**src/rtl/conv_result_streamer.sv**
```systemverilog
// conv_result_streamer
// Output end of the 2x2 convolution array. Each rising edge of done_2_2
// captures one frame of four results into a small frame buffer. Buffered
// frames stream out one element per beat on a valid/ready interface, so the
// array can start the next frame before the sink has drained this one.
// All outputs decode directly from flops. out_data is forced to zero while
// no beat is presented, so the outputs are zero in reset.

module conv_result_streamer #(
    parameter int DATA_W = 8,
    parameter int DEPTH  = 2
) (
    input  logic              clk,
    input  logic              rst,
    input  logic              done_2_2,
    input  logic [DATA_W-1:0] result11,
    input  logic [DATA_W-1:0] result12,
    input  logic [DATA_W-1:0] result21,
    input  logic [DATA_W-1:0] result22,
    output logic [DATA_W-1:0] out_data,
    output logic              out_valid,
    input  logic              out_ready,
    output logic [1:0]        out_idx,
    output logic              out_last,
    output logic              overflow,
    output logic              busy
);

    localparam int PW = (DEPTH > 1) ? $clog2(DEPTH) : 1;
    localparam int CW = PW + 1;
    localparam logic [CW-1:0] FULL_CNT = CW'(DEPTH);

    logic              done_d;
    logic [PW-1:0]     wr_ptr;
    logic [PW-1:0]     rd_ptr;
    logic [1:0]        elem;
    logic [CW-1:0]     count;
    logic [DATA_W-1:0] mem [DEPTH*4];

    logic rise;
    logic xfer;
    logic pop;
    logic full;
    logic push;
    logic drop;

    assign rise = done_2_2 & ~done_d;
    assign xfer = out_valid & out_ready;
    assign pop  = xfer & (elem == 2'd3);
    assign full = (count == FULL_CNT);
    // When full, a pop on the same edge frees exactly the slot wr_ptr points
    // at. That slot's last beat is accepted on this edge, so overwriting it
    // here is safe.
    assign push = rise & (~full | pop);
    assign drop = rise & full & ~pop;

    // Control state: edge detect, pointers, occupancy, sticky overflow.
    always_ff @(posedge clk or posedge rst) begin
        if (rst) begin
            done_d   <= 1'b0;
            wr_ptr   <= '0;
            rd_ptr   <= '0;
            elem     <= 2'd0;
            count    <= '0;
            overflow <= 1'b0;
        end else begin
            done_d <= done_2_2;
            if (push) begin
                wr_ptr <= wr_ptr + 1'b1;
            end
            if (xfer) begin
                elem <= elem + 2'd1;
            end
            if (pop) begin
                rd_ptr <= rd_ptr + 1'b1;
            end
            case ({push, pop})
                2'b10:   count <= count + 1'b1;
                2'b01:   count <= count - 1'b1;
                default: count <= count;
            endcase
            if (drop) begin
                overflow <= 1'b1;
            end
        end
    end

    // Frame storage. The frame data needs no reset because out_data is masked
    // by out_valid.
    always_ff @(posedge clk) begin
        if (push) begin
            mem[{wr_ptr, 2'd0}] <= result11;
            mem[{wr_ptr, 2'd1}] <= result12;
            mem[{wr_ptr, 2'd2}] <= result21;
            mem[{wr_ptr, 2'd3}] <= result22;
        end
    end

    assign out_valid = (count != '0);
    assign busy      = out_valid;
    assign out_idx   = elem;
    assign out_last  = out_valid & (elem == 2'd3);
    assign out_data  = out_valid ? mem[{rd_ptr, elem}] : '0;

endmodule

```
**config.mk**
```make
export PLATFORM = sky130hd
export DESIGN_NAME = conv_result_streamer
export DESIGN_NICKNAME = d
export VERILOG_FILES = /design/src/rtl/conv_result_streamer.sv
export SDC_FILE = /design/constraint.sdc
export NUM_CORES = 1
export LEC_CHECK = 0
export BUFFER_PORTS_ARGS = -buffer_cell sky130_fd_sc_hd__buf_2
export CORE_MARGIN = 3
export CORE_UTILIZATION = 30
export DETAILED_ROUTE_END_ITERATION = 8
export GPL_ROUTABILITY_DRIVEN = 0
export GPL_TIMING_DRIVEN = 0
export SLEW_MARGIN = 20
export SYNTH_ARGS = -nofsm -noshare
export SYNTH_HDL_FRONTEND = slang
export SYNTH_SLANG_ARGS = --single-unit
```
**constraint.sdc**
```tcl
create_clock -name clk -period 3.55 [get_ports clk]
set_input_delay 0.355 -clock clk [delete_from_list [all_inputs] [get_ports clk]]
set_output_delay 0.355 -clock clk [all_outputs]
set_load 0.05 [all_outputs]
```
# Word-level counts from Yosys, hierarchy flattened
# Memory sizes are Yosys's and may differ from the RTL's.
# Cells that the tools add are included.
classes:
  n_addsub: 5
  n_eq_ne: 4
  mux: 4
  n_bitwise: 11
  reduce_logical: 2
op_table:
  columns: ["cell", "n"]
  rows:
  - ["8-bit two-way mux", 1]
  - ["1-bit bitwise AND", 7]
  - ["2-bit equality test (second input constant)", 3]
  - ["2-bit by 1-bit adder with 2-bit output (second input constant)", 2]
  - ["2-bit case mux with 2 select lines", 1]
  - ["2-bit nonzero test", 2]
  - ["1-bit inverter", 3]
  - ["1-bit adder (second input constant)", 2]
  - ["2-bit by 1-bit equality test with 1-bit output (second input constant)", 1]
  - ["1-bit two-way mux", 2]
  - ["2-bit by 1-bit subtractor with 2-bit output (second input constant)", 1]
  - ["1-bit bitwise OR", 1]
totals:
  regBits: 8
  ram_bits: 64
  input_bits: 36
  out_inout_bits: 14
  wordCells: 33
  memories: 1
mem_list:
  columns: ["name", "depth", "width", "read_ports", "rd_clocked_by_memory_dff", "write_ports", "line_no", "source"]
  rows:
  - ["mem", 8, 8, 1, 0, 4, "38", "logic [DATA_W-1:0] mem [DEPTH*4];"]

# Logic depth before layout (Yosys ltp)
logic_depth:
  ltp_word: 7
  depth_mapped: 7
  mapped_depth_nobuf: 7

# Worst setup path before layout
# No wires, ideal clock.
synth_timing:
  path_type: "reg-to-reg"
  from: "register elem[0], in the netlist out_idx[0]"
  to: "memory mem[0][0] (enable)"
  setup_ns: 0.421
  arrival_time_ns: 2.783
  required_time_ns: 3.129
  slack_ns: 0.346
  stages_incl_launch_ff: 5
  n_path_buf: 0
  period_less_slack_ns: 3.204
  cell_sequence: "dfrtp_1 > ha_1 > nand2_1 > a311o_1 > nor2_1"
synth_rtl:
  columns: ["element", "line_no", "source"]
  rows:
  - ["from (decl)", "36", "logic [1:0] elem;"]
  - ["from (signal assigned)", "72", "elem <= elem + 2'd1;"]
  - ["to (decl)", "38", null]

# Worst setup path in the final report
layout_timing:
  from: "register elem[0], in the netlist out_idx[0]"
  to: "output out_data[6]"
layout_between:
  elab_chain_cells: 2
layout_rtl:
  columns: ["element", "line_no", "source"]
  rows:
  - ["memory read 8 x 8 bit", null, null]
  - ["8-bit two-way mux", "103", "assign out_data = out_valid ? mem[{rd_ptr, elem}] : '0;"]
  - ["to (decl)", "20", "output logic [DATA_W-1:0] out_data,"]
# Every way passes these cells.

==> reports/qor_table.md <==
| Metric | Value | Unit |
|:---|:---|:---|
| Run status | complete, no violations | - |
| Top-level port count | 50 | - |
| Post-synthesis sequential element count | 72 | - |
| Number of flops mapped to enable cells by yosys | 64 | - |
| Post-synth design cell area | 2890 | sq um |
| Total count of hold-check failures in the final report | 0 | - |
| Final-layout worst hold slack | 0.132 | ns |
| Antenna Violating Nets Remaining | 0 | - |
| Register Area | 2120 | sq um |
| Yosys warning total | 0 | - |
| Slew Viols, Final | 0 | - |
| Antenna violations before repair | 0 | - |
| Path type of the worst min-delay path | in2reg | - |
| Share of post-route cells with drive strength above 1 | 32.5 | % |
| Count of cells resized by post-cts repair | 0 | - |
| Count leader, synth | edfxtp_1 | - |
| First-pass GRT wire length | 8880 | microns |
| # rows | 35 | - |
| Port bufs | 49 | - |
| Post-detailed-placement cell area | 3370 | sq um |
| Maximum number of pins on one net before global-route repair | 19 | - |
| Critical path class | reg2out | - |
| Share of the clock period used by the worst path after layout | 67.6 | % |
| Count of filler cells inserted in the layout | 917 | - |
| Number of vias per cell | 4.35 | - |
| Clock tree from TritonCTS | built | - |
| Buffers from clock root to sink, at most | 2 | - |
| Clock input transition at the sequential cells of the worst setup and hold paths | 0.08 | ns |
| Synth area leaders | edfxtp_1 (66%), mux2i_1 (11%), dfrtp_1 (6.9%), a22oi_1 (4.2%), and3_1 (1.7%) | - |
| Type of origin of the critical path | register | - |
| MaxCap Viol Count | 0 | - |
| Number of antenna diodes | 0 | - |
| Final core occ | 38.4 | % |
| Post-synth top area share | 66.5 | % |
| Total of endpoints with negative setup slack in the final report | 0 | - |
| Worst Tran Pin Value | 0.667 | ns |
| Data required time of the worst path | 3.19 | ns |
| Top fanout value on the critical path | 8 | - |
| Primary flip-flop cell chosen by synthesis mapping | edfxtp_1 | - |
| IR Drop Worst-Case VDD | 455 | uV |
| Number of library cell types mapped by synthesis | 25 | - |
| Number of DRC violations after detailed-routing iteration 0 | 45 | - |
| Avg Cell Area, Syn | 17.4 | sq um |
| Unrepaired setup endpoints after global routing | no | - |
| Sequential cell area fraction in the yosys report | 73.4 | % |
| Core Box Area | 9280 | sq um |
| Average routed wire per standard cell | 15.6 | microns |
| Total negative setup slack | 0 | ns |
| Number of nets in the final layout | 267 | - |
| Vias after detailed routing | 1579 | - |
| Vias in the first global route | 1660 | - |
| Total area of multi-input combinational cells | 677 | sq um |
| Fmax | 0.417 | GHz |
| Overall Global Routing Usage | 11.1 | % |
| Clock latency reported for the late side of the worst-skew pair | 0.35 | ns |
| Skew final | 0.0143 | ns |
| Overall overflow remaining after global route | 0 | - |
| Final HPWL DP | 4000 | microns |
| Commonest cells post-synth | edfxtp_1 (64), mux2i_1 (32), a22oi_1 (16), and3_1 (8), dfrtp_1 (8) | - |
| Final wirelength | 5650 | microns |
| # DRC | 0 | - |
| Slack of the critical path | 1.15 | ns |
| Worst path arrival time | 2.04 | ns |
| Area growth, synth to finish | 23.3 | % |
| # clock sinks | 72 | - |
| Pre-CTS setup slack | 1.32 | ns |
| Endpoint class of the critical path | output port | - |
| Clock buffer count from CTS | 9 | - |
| Leakage power | 1.37 | nW |
| Root Buffer | clkbuf_8 | - |
| Y dimension of the die | 104 | microns |
| Synthesized netlist cell count | 166 | - |
| Worst slew slack as a fraction of its limit | 55.4 | % |
| Yosys top cell by area | edfxtp_1 | - |
| Maximum level of the CTS H-tree | 3 | - |
| Die width | 104 | microns |
| Number of nets in the synthesized netlist | 204 | - |
| Die outline area | 10900 | sq um |
| Post-route design area | 3570 | sq um |
| First-pass DRT Iterations | 4 | - |
| Clock period minus worst slack | 2.40 | ns |
| Proportion of synthesized flip-flops having asynchronous set or reset | 11.1 | % |
| Starting utilization of the core area | 31.1 | % |
| Power density cells | 887 | nW/um^2 |
==> repair_timing <==
item / in CTS / in global routing
setup endpoints to repair: 0 / 0
hold buffers: 1 / 0
setup buffers: 0 / 0
endpoints found under the hold margin: 8 / 0
==> worst paths after layout <==
check                                       startpoint                     end  slack, ns  cells past startpoint
worst max-delay path            out_idx[0]$_DFFE_PP0P_             out_data[6]       1.15                      4
worst min-delay path                          done_2_2        done_d$_DFF_PP0_       0.13                      1
worst max register to register  out_idx[0]$_DFFE_PP0P_     mem[3][6]$_DFFE_PP_       1.33                      5
worst min register to register    overflow$_DFFE_PP0P_    overflow$_DFFE_PP0P_       0.47                      1
max in group asynchronous                          rst      wr_ptr$_DFFE_PP0P_       2.80                      3
min in group asynchronous                          rst  out_idx[0]$_DFFE_PP0P_       0.49                      3
==> routing by layer <==
layer	vias to the layer above	track usage, %	part of all wire (%)
li1	764	-	-
met1	762	13.1	42
met2	44	18.2	52
met3	9	4.10	4.7
met4	0	4.27	1.8
met5	-	0	0
==> stage by stage <==
| stage | instances | total power, mW |
|---|---|---|
| final | 363 | 3.16 |
| after global routing | 363 | 3.34 |
| after CTS | 363 | 3.21 |
| after detailed placement | 346 | 2.59 |
| after global placement | 344 | 2.55 |
| after floorplan | 166 | 2.23 |
==> cells by family after synthesis <==
logic type                 synth area share, %
AOI/OAI and AO/OA                         4.85
xor gates and xnor gates                  1.82
adders and majority gates                0.865
buffers and inverters                     3.72
DFF                                       73.4
muxes                                     11.5
and+or+nand+nor                           3.89
==> report_power, final <==
part           switching [mW]  internal [mW]  total (mW)
Clock                   0.289          0.319       0.608
Combinational           0.926          0.485        1.41
Sequential             0.0715           1.07        1.14
==> sequential cells by signal, indices dropped and copies added, names as in the netlist <==
signal    cells
wr_ptr        1
done_d        1
out_idx       2
count         2
overflow      1
rd_ptr        1
mem          64
==> critical path: stages, from the launching register on <==
cell and delay [ns]:
dfrtp_1 0.46, nor2_1 0.56, a22oi_1 0.19, and3_1 0.25, buf_2 0.22
==> cells in the final DEF, fill, tap and decap left out, types with 3 or more instances in the layout <==
cell | Yosys | routed
edfxtp_1 | 64 | 64
clkbuf_8 | 0 | 9
and3_1 | 8 | 8
clkinvlp_4 | 0 | 3
nor2_1 | 5 | 3
inv_1 | 3 | 3
mux2i_1 | 32 | 32
xnor2_1 | 5 | 5
buf_2 | 1 | 50
dfrtp_1 | 8 | 8
a22oi_1 | 16 | 16
==> area by class of cell <==
cell class	count	area share, %
sequential	72	59.5
multi-input combinational	80	19.0
timing repair buffer	52	8.70
tap	129	4.53
clock buffer	10	3.58
buffer	9	2.49
clock inverter	6	1.68
inverter	5	0.526
Note: power is estimated with default switching activity, not from simulation.
